`src/rtl/id_ex_stage.sv`:
```
// ID/EX pipeline register for the 16-bit pipelined MIPS core.
// Captures decoded operands/control, detects load-use hazards, forwards
// EX/MEM and MEM/WB results into the ALU operands, and counts stall cycles.
module id_ex_stage #(
  parameter int DATA_W = 16,
  parameter int REG_AW = 3,
  parameter int OP_W   = 3
) (
  input  logic              clk,
  input  logic              rst_n,
  input  logic              id_valid,
  input  logic [DATA_W-1:0] id_rs_data,
  input  logic [DATA_W-1:0] id_rt_data,
  input  logic [DATA_W-1:0] id_imm,
  input  logic [REG_AW-1:0] id_rs,
  input  logic [REG_AW-1:0] id_rt,
  input  logic [REG_AW-1:0] id_rd,
  input  logic              id_uses_rt,
  input  logic [OP_W-1:0]   id_alu_op,
  input  logic              id_alu_src,
  input  logic              id_reg_dst,
  input  logic              id_reg_write,
  input  logic              id_mem_read,
  input  logic              id_mem_write,
  input  logic              id_mem_to_reg,
  input  logic              ex_flush,
  input  logic              exmem_reg_write,
  input  logic [REG_AW-1:0] exmem_rd,
  input  logic [DATA_W-1:0] exmem_result,
  input  logic              memwb_reg_write,
  input  logic [REG_AW-1:0] memwb_rd,
  input  logic [DATA_W-1:0] memwb_result,
  output logic              stall,
  output logic [DATA_W-1:0] Op1,
  output logic [DATA_W-1:0] Op2,
  output logic [OP_W-1:0]   ALUOperation,
  output logic [DATA_W-1:0] ex_store_data,
  output logic [REG_AW-1:0] ex_dest,
  output logic              ex_valid,
  output logic              ex_reg_write,
  output logic              ex_mem_read,
  output logic              ex_mem_write,
  output logic              ex_mem_to_reg,
  output logic [15:0]       stall_count
);

  // Registered pipeline state
  logic              valid_q, valid_d;
  logic              reg_write_q, reg_write_d;
  logic              mem_read_q, mem_read_d;
  logic              mem_write_q, mem_write_d;
  logic              mem_to_reg_q, mem_to_reg_d;
  logic              alu_src_q, alu_src_d;
  logic [OP_W-1:0]   alu_op_q, alu_op_d;
  logic [REG_AW-1:0] dest_q, dest_d;
  logic [REG_AW-1:0] rs_q, rs_d;
  logic [REG_AW-1:0] rt_q, rt_d;
  logic [DATA_W-1:0] rs_data_q, rs_data_d;
  logic [DATA_W-1:0] rt_data_q, rt_data_d;
  logic [DATA_W-1:0] imm_q, imm_d;
  logic [15:0]       stall_count_q, stall_count_d;

  logic [DATA_W-1:0] fwd_rs;
  logic [DATA_W-1:0] fwd_rt;

  // Load-use hazard: the load in EX writes a register the ID instruction reads
  always_comb begin
    stall = id_valid & valid_q & mem_read_q & (dest_q != '0) &
            ((dest_q == id_rs) | (id_uses_rt & (dest_q == id_rt)));
  end

  // Next-state: flush beats stall beats normal capture; stalls are counted either way
  always_comb begin
    valid_d       = 1'b0;
    reg_write_d   = 1'b0;
    mem_read_d    = 1'b0;
    mem_write_d   = 1'b0;
    mem_to_reg_d  = 1'b0;
    alu_src_d     = 1'b0;
    alu_op_d      = '0;
    dest_d        = '0;
    rs_d          = '0;
    rt_d          = '0;
    rs_data_d     = '0;
    rt_data_d     = '0;
    imm_d         = '0;
    stall_count_d = stall_count_q;

    if (stall && stall_count_q != 16'hFFFF) begin
      stall_count_d = stall_count_q + 16'd1;
    end

    if (!ex_flush && !stall) begin
      valid_d      = id_valid;
      reg_write_d  = id_valid & id_reg_write;
      mem_read_d   = id_valid & id_mem_read;
      mem_write_d  = id_valid & id_mem_write;
      mem_to_reg_d = id_valid & id_mem_to_reg;
      alu_src_d    = id_alu_src;
      alu_op_d     = id_alu_op;
      dest_d       = id_reg_dst ? id_rd : id_rt;
      rs_d         = id_rs;
      rt_d         = id_rt;
      rs_data_d    = id_rs_data;
      rt_data_d    = id_rt_data;
      imm_d        = id_imm;
    end
  end

  // State register with asynchronous active-low clear
  always_ff @(posedge clk or negedge rst_n) begin
    if (!rst_n) begin
      valid_q       <= 1'b0;
      reg_write_q   <= 1'b0;
      mem_read_q    <= 1'b0;
      mem_write_q   <= 1'b0;
      mem_to_reg_q  <= 1'b0;
      alu_src_q     <= 1'b0;
      alu_op_q      <= '0;
      dest_q        <= '0;
      rs_q          <= '0;
      rt_q          <= '0;
      rs_data_q     <= '0;
      rt_data_q     <= '0;
      imm_q         <= '0;
      stall_count_q <= '0;
    end else begin
      valid_q       <= valid_d;
      reg_write_q   <= reg_write_d;
      mem_read_q    <= mem_read_d;
      mem_write_q   <= mem_write_d;
      mem_to_reg_q  <= mem_to_reg_d;
      alu_src_q     <= alu_src_d;
      alu_op_q      <= alu_op_d;
      dest_q        <= dest_d;
      rs_q          <= rs_d;
      rt_q          <= rt_d;
      rs_data_q     <= rs_data_d;
      rt_data_q     <= rt_data_d;
      imm_q         <= imm_d;
      stall_count_q <= stall_count_d;
    end
  end

  // Operand forwarding: youngest producer (EX/MEM) first, r0 never forwarded
  always_comb begin
    fwd_rs = rs_data_q;
    if (exmem_reg_write && exmem_rd != '0 && exmem_rd == rs_q) begin
      fwd_rs = exmem_result;
    end else if (memwb_reg_write && memwb_rd != '0 && memwb_rd == rs_q) begin
      fwd_rs = memwb_result;
    end

    fwd_rt = rt_data_q;
    if (exmem_reg_write && exmem_rd != '0 && exmem_rd == rt_q) begin
      fwd_rt = exmem_result;
    end else if (memwb_reg_write && memwb_rd != '0 && memwb_rd == rt_q) begin
      fwd_rt = memwb_result;
    end
  end

  // Output drive
  always_comb begin
    Op1           = fwd_rs;
    Op2           = alu_src_q ? imm_q : fwd_rt;
    ex_store_data = fwd_rt;
    ALUOperation  = alu_op_q;
    ex_dest       = dest_q;
    ex_valid      = valid_q;
    ex_reg_write  = reg_write_q;
    ex_mem_read   = mem_read_q;
    ex_mem_write  = mem_write_q;
    ex_mem_to_reg = mem_to_reg_q;
    stall_count   = stall_count_q;
  end

endmodule

```
`config.mk`:
```
export PLATFORM = sky130hd
export DESIGN_NAME = id_ex_stage
export DESIGN_NICKNAME = d
export VERILOG_FILES = /design/src/rtl/id_ex_stage.sv
export SDC_FILE = /design/constraint.sdc
export NUM_CORES = 1
export LEC_CHECK = 0
export CORE_MARGIN = 10
export CORE_UTILIZATION = 30
export CTS_BUF_LIST = sky130_fd_sc_hd__clkbuf_16
export DETAILED_ROUTE_END_ITERATION = 6
export HOLD_SLACK_MARGIN = 0.15
export SYNTH_ARGS = -nofsm -noshare
export SYNTH_HDL_FRONTEND = slang
export SYNTH_SLANG_ARGS = --single-unit
export TNS_END_PERCENT = 50
```
`constraint.sdc`:
```
create_clock -name clk -period 2.07 [get_ports clk]
set_input_delay 0.3105 -clock clk [delete_from_list [all_inputs] [get_ports clk]]
set_output_delay 0.3105 -clock clk [all_outputs]
set_load 0.01 [all_outputs]
```
==> run metrics <==
Clock Path Buffers=2; syn nets=approximately 520; Final min period=~2.5 ns; area after detailed placement=~0.0064 mm2; upper clock frequency limit=0.392 GHz; Pwr Total=between 4 and 5 mW; Worst-Skew Late Latency=roughly 0.34 ns; total grt overflow=0; die height=137 um; status=finished with violations; design area=0.00721 mm2; DRT antenna net count=0; Final WS setup=-0.478 ns; asr flop ratio synth=100%; Num Clock Sinks=82; die area=between 0.015 and 0.02 mm2; crit path max fanout=8; DR iter-0 viols=192; Max Cap Violations=0; RSZ-0062 raised after global routing=true; Cell Area, Synth=about 0.0041 mm2; cell taking the most area after synthesis=dfrtp_1; Hold WC Path Type=input pin to asynchronous set/reset pin; root buf cell=clkbuf_16; multi-input logic area=approximately 0.0023 mm2; Worst Path Arrival=approximately 2.2 ns; Worst Path Class, Setup=register to output port; vias in the first global route=4244; Util after Layout=a little over half; Fin Clk Skew=0.00559 ns; Cell variety after synth=29; GP Congestion=0.861; GRT Total Usage=around 16%; commonest register cell after synthesis=dfrtp_1; Power Density=582 mW/mm2; initial antenna violation count=1; drc violations=0; Leak=between 3 and 4 nW; failing checks=negative setup slack; total number of vias=between 3000 and 4000; Commonest cells post-synth=dfrtp_1 (82), and2_1 (60), nand2_1 (37); io pins=~190; largest net degree at the start of global routing=48; Area growth syn-to-layout=76.7%; top cell type's share of synthesized area=between 50% and 60%; ANT cells=0; Syn Inst Count=403; Final nets=about 750; synth top area cells=dfrtp_1 (50%), and2_1 (9.2%), mux2i_1 (4.7%); Initial Util=30.7%; Ys Warns=0; FF+latch count, synth=a little over 80; Slew headroom=61.0%; Crit. End Element=output port; Critical Path RT=1.76 ns; Final Hold Vio Count=0; final wirelength=15400 um; drt pass-1 iters=5; Via density=about 4.7; Setup violations, final=48; worst-margin pin slew=~0.58 ns; sequential area share after synthesis=50.3%; # fillers=roughly 1200; CP Launch Type=register; Syn Area/Cell=10.1 um2; Final Max Tran Viols=0; H-tree levels=3; Worst VDD drop=between 0.3 and 0.4 mV; Routed WL per cell=approximately 19 um; share of cells above drive strength 1=around 30%; port bufs=between 150 and 200; number of synthesized flops with an enable pin=0; Post-DP HPWL=11000 um; CTS Buf Count=9; FF+latch area=~0.0021 mm2; Cell Rows=between 40 and 50; CTS tree=yes; most frequent cell after synthesis=dfrtp_1; Core Box Area=~0.013 mm2; Final period util=123%; CTS clock-pin slew for the worst setup and hold paths=0.06 ns; Chip Width=137 um; global-route wire length before repair=between 20000 and 25000 um
[through the flow]
stage          setup TNS (ns)  setup slack, ns  hold slack [ns]  std cells
2_1_floorplan               0           0.0855           0.0149        403
3_3_place_gp           -43.88           -0.864            0.303        771
3_5_place_dp           -45.58           -0.870            0.306        771
4_1_cts                -16.40           -0.517            0.498        806
5_1_grt                -19.60           -0.546            0.521        819
6_report               -15.19           -0.478            0.476        819
[repair_timing]
action / CTS / global route
hold endpoints to repair: 35 / 0
cloned: 5 / 1
endpoints found under the setup margin: 49 / 49
buffers inserted: 16 / 16
pin swaps: 14 / 15
gates resized for setup: 260 / 70
hold buffers: 1 / 0
[path summary, 6_finish.rpt]
kind / start / to / slack [ns] / cells after the start
worst max-delay path: rt_q[0]$_DFF_PN0_ / Op2[6] / -0.48 / 8
worst min-delay path: rst_n / ALUOperation[1]$_DFF_PN0_ / 0.48 / 2
worst max register to register: stall_count[0]$_DFFE_PN0P_ / stall_count[1]$_DFFE_PN0P_ / 0.19 / 6
worst min register to register: stall_count[14]$_DFFE_PN0P_ / stall_count[14]$_DFFE_PN0P_ / 0.50 / 1
max in group asynchronous: rst_n / imm_q[0]$_DFF_PN0_ / 0.97 / 3
min in group clk: stall_count[14]$_DFFE_PN0P_ / stall_count[14]$_DFFE_PN0P_ / 0.50 / 1
[final cells by class]
cell class | count | share of cell area [%]
Inverter | 1 | 0.0521
Clock buffer | 9 | 3.13
Clock inverter | 5 | 0.677
Timing Repair Buffer | 248 | 32.7
Sequential cell | 82 | 28.5
Multi-Input combinational cell | 298 | 31.9
Tap cell | 176 | 3.06
[cell usage in the layout (no fill, tap or decap), drive strengths merged, types with 12 or more instances in the layout]
cell           netlist  final
clkdlybuf4s50        0    129
buf                  9    105
dfrtp               82     82
and2                60     60
nand2               37     37
nor2                36     36
xnor2               20     20
mux2i               19     19
o31ai               18     18
a211oi              17     17
o21ai               17     17
nor2b               16     16
clkbuf              13     15
nand3               14     14
xor2                12     12
[power breakdown]
part	leakage (nW)	internal, mW	switching, mW
combinational	1.88	0.541	0.444
sequential	1.08	1.67	0.0330
clock	0.142	0.909	0.600
[metal layers]
metal / vias up / global-route usage, % / share of wire [%]
li1: 1831 / - / -
met1: 1859 / 18.6 / 39
met2: 144 / 27.2 / 49
met3: 27 / 5.79 / 9.2
met4: 2 / 5.27 / 2.1
met5: - / 0 / 0.065
[cell families (layout without fill, tap and decap cells)]
logic type      Yosys count  after routing  synth area share (%)
simple gates            192            192                  25.7
flops                    82             82                  50.3
compound gates           52             52                  8.77
xor+xnor                 32             32                  6.87
buf+inv                  23            263                  2.85
mux                      21             21                  5.21
fa+ha+maj                 1              1                 0.307
[worst max-delay path: stages, from the launching register on]
cell and delay [ns]:
dfrtp_1 0.40, buf_6 0.14, xor2_4 0.17, or4_4 0.56
buf_12 0.19, buf_4 0.14, nor2_4 0.08, o31ai_1 0.08
buf_2 0.14
Power figures use the tool's default switching activity.
